**src/rtl/ps2_key_pkg.sv**
```systemverilog
// Shared PS2 scan-code constants and decoder state encoding.
package ps2_key_pkg;

  localparam logic [7:0] EXT_PREFIX    = 8'hE0;
  localparam logic [7:0] BRK_PREFIX    = 8'hF0;
  localparam logic [7:0] LEFT_DEFAULT  = 8'h6B;
  localparam logic [7:0] RIGHT_DEFAULT = 8'h74;
  localparam logic [7:0] FIRE_DEFAULT  = 8'h29;
  localparam logic [7:0] PAUSE_DEFAULT = 8'h4D;

  typedef enum logic [1:0] {
    ST_IDLE    = 2'd0,
    ST_BRK     = 2'd1,
    ST_EXT     = 2'd2,
    ST_EXT_BRK = 2'd3
  } seq_state_t;

endpackage

```
**src/rtl/ps2_seq_decoder.sv**
```systemverilog
// PS2 byte-sequence decoder: turns E0/F0 prefixed byte streams into one-cycle
// make/break strobes, abandoning a stale prefix after PREFIX_TIMEOUT idle cycles.
//
// state      | meaning
// -----------+-----------------------------------------
// ST_IDLE    | no prefix pending
// ST_BRK     | F0 received, next byte is a break code
// ST_EXT     | E0 received, next byte is extended make or F0
// ST_EXT_BRK | E0 F0 received, next byte is extended break code
module ps2_seq_decoder
  import ps2_key_pkg::*;
#(
  parameter logic [15:0] PREFIX_TIMEOUT = 16'd50000
) (
  input  logic       clock,
  input  logic       resetn,
  input  logic       key_valid,
  input  logic [7:0] key_code,
  output logic       ev_valid,
  output logic       ev_make,
  output logic [7:0] ev_code,
  output logic       ev_ext
);

  seq_state_t  state, state_next;
  logic [15:0] timer;
  logic        timeout;

  // Timer reloads on every byte, so it only expires after a full idle gap.
  assign timeout = (state != ST_IDLE) && !key_valid && (timer == 16'd0);

  always_ff @(posedge clock) begin
    if (!resetn) begin
      state <= ST_IDLE;
      timer <= 16'd0;
    end else begin
      state <= state_next;
      if (key_valid)
        timer <= PREFIX_TIMEOUT;
      else if (timer != 16'd0)
        timer <= timer - 16'd1;
    end
  end

  always_comb begin
    state_next = state;
    if (key_valid) begin
      case (state)
        ST_IDLE: begin
          if (key_code == EXT_PREFIX)      state_next = ST_EXT;
          else if (key_code == BRK_PREFIX) state_next = ST_BRK;
        end
        ST_EXT:  state_next = (key_code == BRK_PREFIX) ? ST_EXT_BRK : ST_IDLE;
        default: state_next = ST_IDLE;
      endcase
    end else if (timeout) begin
      state_next = ST_IDLE;
    end
  end

  always_comb begin
    ev_valid = 1'b0;
    ev_make  = 1'b0;
    ev_ext   = 1'b0;
    ev_code  = key_code;
    if (key_valid) begin
      case (state)
        ST_IDLE: begin
          if ((key_code != EXT_PREFIX) && (key_code != BRK_PREFIX)) begin
            ev_valid = 1'b1;
            ev_make  = 1'b1;
          end
        end
        ST_EXT: begin
          if (key_code != BRK_PREFIX) begin
            ev_valid = 1'b1;
            ev_make  = 1'b1;
            ev_ext   = 1'b1;
          end
        end
        ST_BRK:     ev_valid = 1'b1;
        ST_EXT_BRK: begin
          ev_valid = 1'b1;
          ev_ext   = 1'b1;
        end
        default: ev_valid = 1'b0;
      endcase
    end
  end

endmodule

```
**src/rtl/key_command_ctrl.sv**
```systemverilog
// Keyboard command controller: held-key tracking, left/right arbitration,
// fire cooldown and pause toggle driven by decoded PS2 make/break events.
module key_command_ctrl
  import ps2_key_pkg::*;
#(
  parameter logic [7:0]  LEFT_CODE      = LEFT_DEFAULT,
  parameter logic [7:0]  RIGHT_CODE     = RIGHT_DEFAULT,
  parameter logic [7:0]  FIRE_CODE      = FIRE_DEFAULT,
  parameter logic [7:0]  PAUSE_CODE     = PAUSE_DEFAULT,
  parameter logic [7:0]  FIRE_COOLDOWN  = 8'd8,
  parameter logic [15:0] PREFIX_TIMEOUT = 16'd50000
) (
  input  logic       clock,
  input  logic       resetn,
  input  logic       key_valid,
  input  logic [7:0] key_code,
  input  logic       frame_tick,
  output logic       move_left,
  output logic       move_right,
  output logic       fire,
  output logic       pause
);

  logic       ev_valid, ev_make, ev_ext;
  logic [7:0] ev_code;

  ps2_seq_decoder #(
    .PREFIX_TIMEOUT(PREFIX_TIMEOUT)
  ) u_dec (
    .clock    (clock),
    .resetn   (resetn),
    .key_valid(key_valid),
    .key_code (key_code),
    .ev_valid (ev_valid),
    .ev_make  (ev_make),
    .ev_code  (ev_code),
    .ev_ext   (ev_ext)
  );

  logic       left_held, right_held, fire_held, pause_held, dir_right;
  logic [7:0] cooldown;
  logic       left_held_n, right_held_n, fire_held_n, pause_held_n, dir_right_n;
  logic [7:0] cooldown_n;
  logic       move_left_n, move_right_n, fire_n, pause_n;
  logic       hit_left, hit_right, hit_fire, hit_pause;

  assign hit_left  = ev_valid &&  ev_ext && (ev_code == LEFT_CODE);
  assign hit_right = ev_valid &&  ev_ext && (ev_code == RIGHT_CODE);
  assign hit_fire  = ev_valid && !ev_ext && (ev_code == FIRE_CODE);
  assign hit_pause = ev_valid && !ev_ext && (ev_code == PAUSE_CODE);

  always_comb begin
    left_held_n  = hit_left  ? ev_make : left_held;
    right_held_n = hit_right ? ev_make : right_held;
    fire_held_n  = hit_fire  ? ev_make : fire_held;
    pause_held_n = hit_pause ? ev_make : pause_held;

    dir_right_n = dir_right;
    if (hit_left && ev_make)       dir_right_n = 1'b0;
    else if (hit_right && ev_make) dir_right_n = 1'b1;

    // Fire and cooldown gating use the pause value from before this cycle.
    fire_n  = hit_fire && ev_make && !fire_held && (cooldown == 8'd0) && !pause;
    pause_n = pause ^ (hit_pause && ev_make && !pause_held);

    cooldown_n = cooldown;
    if (fire_n)
      cooldown_n = FIRE_COOLDOWN;
    else if (frame_tick && !pause && (cooldown != 8'd0))
      cooldown_n = cooldown - 8'd1;

    // Active direction falls back to the other key when it is not held.
    move_left_n  = !pause_n && left_held_n  && (!dir_right_n || !right_held_n);
    move_right_n = !pause_n && right_held_n && ( dir_right_n || !left_held_n);
  end

  always_ff @(posedge clock) begin
    if (!resetn) begin
      left_held  <= 1'b0;
      right_held <= 1'b0;
      fire_held  <= 1'b0;
      pause_held <= 1'b0;
      dir_right  <= 1'b0;
      cooldown   <= 8'd0;
      move_left  <= 1'b0;
      move_right <= 1'b0;
      fire       <= 1'b0;
      pause      <= 1'b0;
    end else begin
      left_held  <= left_held_n;
      right_held <= right_held_n;
      fire_held  <= fire_held_n;
      pause_held <= pause_held_n;
      dir_right  <= dir_right_n;
      cooldown   <= cooldown_n;
      move_left  <= move_left_n;
      move_right <= move_right_n;
      fire       <= fire_n;
      pause      <= pause_n;
    end
  end

endmodule

```
**config.mk**
```make
export PLATFORM = sky130hd
export DESIGN_NAME = key_command_ctrl
export DESIGN_NICKNAME = d
export VERILOG_FILES = /design/src/rtl/ps2_key_pkg.sv /design/src/rtl/ps2_seq_decoder.sv /design/src/rtl/key_command_ctrl.sv
export SDC_FILE = /design/constraint.sdc
export NUM_CORES = 1
export LEC_CHECK = 0
export CAP_MARGIN = 5
export CORE_ASPECT_RATIO = 0.7
export CORE_MARGIN = 3
export CORE_UTILIZATION = 41
export CTS_CLUSTER_SIZE = 25
export DETAILED_ROUTE_END_ITERATION = 8
export GPL_TIMING_DRIVEN = 0
export RECOVER_POWER = 100
export SLEW_MARGIN = 20
export SYNTH_ARGS = -nofsm -noshare
export SYNTH_HDL_FRONTEND = slang
export SYNTH_SLANG_ARGS = --single-unit
```
**constraint.sdc**
```tcl
create_clock -name clock -period 2.6 [get_ports clock]
set_input_delay 0.78 -clock clock [delete_from_list [all_inputs] [get_ports clock]]
set_output_delay 0.78 -clock clock [all_outputs]
set_load 0.05 [all_outputs]
```
Word level (Yosys, flattened, before mapping):

Index checks and enable logic that the tools add are counted.

* flip-flop bits (word level): 35
* word-level logic and storage cells: 99

* add/sub/neg operators: 2
* equal/unequal tests: 12
* muxes and demuxes: 22
* bitwise logic cells: 2
* reduce and logical (&&, ||, !) cells: 47

Operator list (count)
* 2-to-1 mux 16 bit: 2
* equality test 8 x 7 -> 1 bit, second input constant: 3
* logical AND 1 bit: 23
* equality test 8 bit, second input constant: 2
* logical NOT 16 bit: 1
* inequality test 8 bit, second input constant: 2
* nonzero test 16 bit: 1
* subtractor 16 x 1 -> 16 bit, second input constant: 1
* 2-to-1 mux 2 bit: 5
* logical NOT 1 bit: 9
* 2-to-1 mux 1 bit: 9
* equality test 8 x 6 -> 1 bit, second input constant: 1
* logical NOT 8 bit: 1
* 2-to-1 mux 4 bit: 2
* nonzero test 2 bit: 4
* nonzero test 8 bit: 1
* subtractor 8 x 1 -> 8 bit, second input constant: 1
* OR reduction 2 bit: 3
* equality test 2 bit, second input constant: 2
* inequality test 4 x 2 -> 1 bit, second input constant: 1
* one-hot mux 1 bit (2 select lines): 2
* one-hot mux 2 bit (2 select lines): 1
* one-hot mux 1 bit (3 select lines): 1
* equality test 2 x 1 -> 1 bit, second input constant: 1
* 5 further kinds: 6

Longest topological paths before layout:

* word-level depth: 13
* depth in mapped cells: 6
* depth with buffers taken out: 6

Hierarchy:

Synthesis repeated with hierarchy kept, for this count alone.

* cell total of the unflattened synthesis: 233
* area total of the unflattened synthesis: 2067.0 µm²

Modules (own cells, without submodules)
* ps2_seq_decoder: times used 1, cells each 133, area each 1107.3 µm², seq. area each 360.3 µm²
* key_command_ctrl: times used 1, cells each 100, area each 959.7 µm², seq. area each 340.3 µm²

Least setup slack after synthesis:

OpenSTA, ideal clock, no wires.

* path type: input to register
* from: input key_valid
* to: register cooldown[0]
* setup time: 0.133 ns
* arrival time: 1.915 ns
* required time: 2.467 ns
* slack: 0.552 ns
* stages: 5
* path buffers: 1
* path through: buf_2 -> nor4b_2 -> nand3_1 -> o31ai_2 -> nor2_1

* word-level cells in the longest chain between the ends: 9
* elaborated cells between the ends (all ways): 11

Ends and longest elaborated chain
* from (decl): RTL line key_command_ctrl.sv:15 `input logic key_valid,`
* 2-to-1 mux 1 bit: RTL line ps2_seq_decoder.sv:66 `if (key_valid) begin`
* logical NOT 1 bit: RTL line key_command_ctrl.sv:49 `assign hit_fire = ev_valid && !ev_ext && (ev_code == FIRE_CODE);`
* logical AND 1 bit (2 in a row): RTL line key_command_ctrl.sv:49
* logical AND 1 bit (*) (4 in a row): RTL line key_command_ctrl.sv:63 `fire_n = hit_fire && ev_make && !fire_held && (cooldown == 8'd0) && !pause;`
* OR reduction 2 bit (no source line) (*)
* to (signal assigned): RTL line key_command_ctrl.sv:95 `cooldown <= cooldown_n;`
* to (decl): RTL line key_command_ctrl.sv:41 `logic [7:0] cooldown;`

Mark *: on every way between the ends. The rest lies on a longest branch, timed or not.
A chain may end at the register's enable or synchronous reset.

Worst setup path after layout:

* from: input key_code[1]
* to: register cooldown[3]

* word-level cells in the longest chain between the ends: 12
* elaborated cells between the ends (all ways): 21

Ends and longest elaborated chain
* from (decl): RTL line key_command_ctrl.sv:16 `input logic [7:0] key_code,`
* inequality test 8 bit (on tied branches): RTL line ps2_seq_decoder.sv:69, ps2_seq_decoder.sv:75
* logical AND 1 bit / 2-to-1 mux 1 bit (equally long branches): RTL line ps2_seq_decoder.sv:69, ps2_seq_decoder.sv:75
* 2-to-1 mux 1 bit / one-hot mux 1 bit (2 select lines) (equally long branches): RTL line ps2_seq_decoder.sv:69, ps2_seq_decoder.sv:67
* one-hot mux 1 bit (3 select lines) / 2-to-1 mux 1 bit (equally long branches): RTL line ps2_seq_decoder.sv:67, ps2_seq_decoder.sv:66
* 2-to-1 mux 1 bit / logical NOT 1 bit (equally long branches): RTL line ps2_seq_decoder.sv:66, key_command_ctrl.sv:49
* logical AND 1 bit (2 in a row): RTL line key_command_ctrl.sv:49
* logical AND 1 bit (*) (4 in a row): RTL line key_command_ctrl.sv:63
* 2-to-1 mux 4 bit / nonzero test 2 bit (equally long branches)

Marked as above.

==> flow_metrics.env <==
export IMPL_synth_cell_types=60
export IMPL_hold_viol_final=0
export IMPL_p_leak_uw=0.000869
export IMPL_reg_largest_list="u_dec.timer: 16 flops, cooldown: 8 flops, u_dec.state: 2 flops"
export IMPL_tightest_slew_ns=0.667
export IMPL_rr_worst_depth=6
export IMPL_drive_above_1_share_pct=10.4
export IMPL_die_y_microns=64.4
export IMPL_num_rows=20
export IMPL_startpoint_type="input port"
export IMPL_slew_violations=0
export IMPL_r2r_start="u_dec.timer[1]"
export IMPL_dieArea_sq_um=5760
export IMPL_overflow=0
export IMPL_r2r_end="u_dec.timer[1]"
export IMPL_worstHoldEndpoint="fire_held"
export IMPL_first_pass_iters=4
export IMPL_drv_cap=0
export IMPL_dp_hpwl_mm=3.10
export IMPL_rsz0062_at_grt="no"
export IMPL_n_antenna_cell=0
export IMPL_setup_viol=0
export IMPL_initial_core_util_pct=44.4
export IMPL_synth_seq_cells=35
export IMPL_synth_edf_count=0
export IMPL_synthesis_area_sq_um=2000
export IMPL_synth_area_leader_cell="dfxtp_1"
export IMPL_antenna_found_initial=0
export IMPL_placed_area_sq_um=2210
export IMPL_die_x_microns=89.4
export IMPL_whs_path_depth=2
export IMPL_fin_crit_sh_pct=92.6
export IMPL_insertion_delay_ns=0.29
export IMPL_powerDensity_nw_per_um2=705
export IMPL_numCtsBuffers=5
export IMPL_vias_per_cell=5.83
export IMPL_port_buffers=14
export IMPL_via_count=1720
export IMPL_seq_area_frac_synth_pct=35.1
export IMPL_power_total_uw=1630
export IMPL_cts_tree="built"
export IMPL_r2r_setup_slack_ns=0.44
export IMPL_ys_flop_type="dfxtp_1"
export IMPL_cts_sinks=35
export IMPL_slew_headroom_pct=55.4
export IMPL_async_flop_share_pct=0
export IMPL_synth_avg_cell_area_sq_um=9.17
export IMPL_largest_reg_flops=16
export IMPL_crit_path_max_fanout=5
export IMPL_syn_to_final_growth_pct=15.3
export IMPL_routedWlPerCell_microns=14.5
export IMPL_syn_inst=218
export IMPL_routabilityCongestion=0.794
export IMPL_cp_end_kind="flip-flop"
export IMPL_clockRootBuffer="clkbuf_8"
export IMPL_max_stage_delay_ns=0.48
export IMPL_worst_ir_drop_vdd_mv=0.473
export IMPL_cts_setup_buffers=0
export IMPL_mostFrequentLayoutCell="dfxtp_1"
export IMPL_clock_skew_ns=0.00873
export IMPL_drc=0
export IMPL_design_area_sq_um=2300
export IMPL_path_cells="clkdlybuf4s50_1, or3_4, o311ai_2, nor4b_1, o31a_1"
export IMPL_coreArea_sq_um=4500
export IMPL_final_cell_mix="dfxtp_1, nor2_1, a21oi_1"
export IMPL_drt_total_wl_mm=4.28
export IMPL_finalWorstPathRequiredPeriod_ns=2.41
export IMPL_cp_required_ns=2.78
export IMPL_grt_pass1_vias=1582
export IMPL_layout_nets=254
export IMPL_top_register="u_dec.timer"
export IMPL_grt_pass1_wl_mm=7.55
export IMPL_cts_max_level=2
export IMPL_drtIter0Drc=122
export IMPL_fin_cells=295
export IMPL_path_clk_slew_ns=0.07
export IMPL_outcome="completed"
export IMPL_syn_num_nets=233
export IMPL_slowest_stage="clkdlybuf4s50_1"
export IMPL_placed_cells=287
export IMPL_fmax_ghz=0.415
export IMPL_ant_nets=0
export IMPL_cts_buffer_depth=2
export IMPL_track_usage_pct=16.7
export IMPL_grt_max_degree=12
export IMPL_ys_top_cells_by_area="dfxtp_1, nor2_1, a21oi_1"
export IMPL_min_from="fire_held"
export IMPL_num_io_pins=16
export IMPL_path_class="input port to flip-flop"
export IMPL_setup_tns_final_ns=0
export IMPL_synth_top_area_share_pct=35.1
export IMPL_ys_warn_count=0
export IMPL_cp_data_arrival_time_ns=2.59
export IMPL_cts_hold_buf=0
export IMPL_hp_class="flip-flop to flip-flop"
export IMPL_cts_resized=0
[power breakdown]
| part | switching, uW | internal (uW) |
|---|---|---|
| clock | 206 | 310 |
| sequential | 67.7 | 590 |
| combinational | 252 | 200 |
| total | 525 | 1100 |
[metal layers]
metal | routed length, microns | vias up | track usage, %
met3 | 246 | 7 | 4.70
met4 | 51 | 0 | 4.83
met5 | 0 | - | 0
li1 | - | 877 | -
met2 | 1630 | 34 | 22.3
met1 | 2350 | 802 | 25.6
[how the worst max path moves through the flow]
stage	start	endpoint	cells past startpoint
global placement	key_code[1]	cooldown[6]	5
detailed placement	key_code[1]	cooldown[6]	5
global route	key_code[1]	cooldown[6]	5
CTS	resetn	move_left	5
floorplan	key_valid	cooldown[0]	5
finish	key_code[1]	cooldown[3]	5
[per-stage QoR]
stage          util (%)  hold slack, ns  setup slack (ns)
6_report           51.2           0.457             0.191
5_1_grt            51.2           0.499           0.00938
4_1_cts            51.6           0.463             0.208
3_5_place_dp       49.0           0.451           -0.0771
3_3_place_gp       49.0           0.449            -0.127
2_1_floorplan         -           0.437             0.552
[synth_stat cells, types with 2 or more instances]
library cell,instances
nor4_1,8
o211ai_1,2
and2_1,4
o21ai_1,2
nor3_2,2
a211oi_1,4
or2_1,2
nor3b_1,5
nor2b_1,5
ha_1,3
nor4b_2,3
clkbuf_1,2
o31a_1,5
o31ai_1,6
nand3_1,8
a31oi_1,3
xnor2_1,4
nand2_1,10
nor3_1,5
and3b_1,2
nor4_4,2
nand2b_1,8
a21oi_1,10
dfxtp_1,35
nor2_1,20
and4b_1,3
nand4_1,2
or4_1,6
inv_1,6
nand4b_1,3
mux2i_1,5
nand3b_1,4
o21ai_0,2
[kinds of logic after synthesis]
family | after synthesis | synth area share [%]
fa+ha+maj | 3 | 1.88
buf+inv | 12 | 2.69
flops | 35 | 35.1
compound gates | 47 | 18.8
simple gates | 111 | 36.9
xor+xnor | 5 | 2.19
mux | 5 | 2.50
[final cells by class]
type,count,area (sq um)
Timing Repair Buffer,14,140
Fill cell,437,2200
Tap cell,55,68.8
Multi-Input combinational cell,171,1220
Clock inverter,2,35.0
Sequential cell,35,701
Buffer,5,27.5
Clock buffer,6,82.6
Inverter,7,26.3
[critical path: cells and delay by family]
family / cells / cell delay, ns
compound gates: 2 / 0.76
simple gates: 2 / 0.57
buf+inv: 1 / 0.48
No activity file was read; power rests on OpenSTA's default activity.
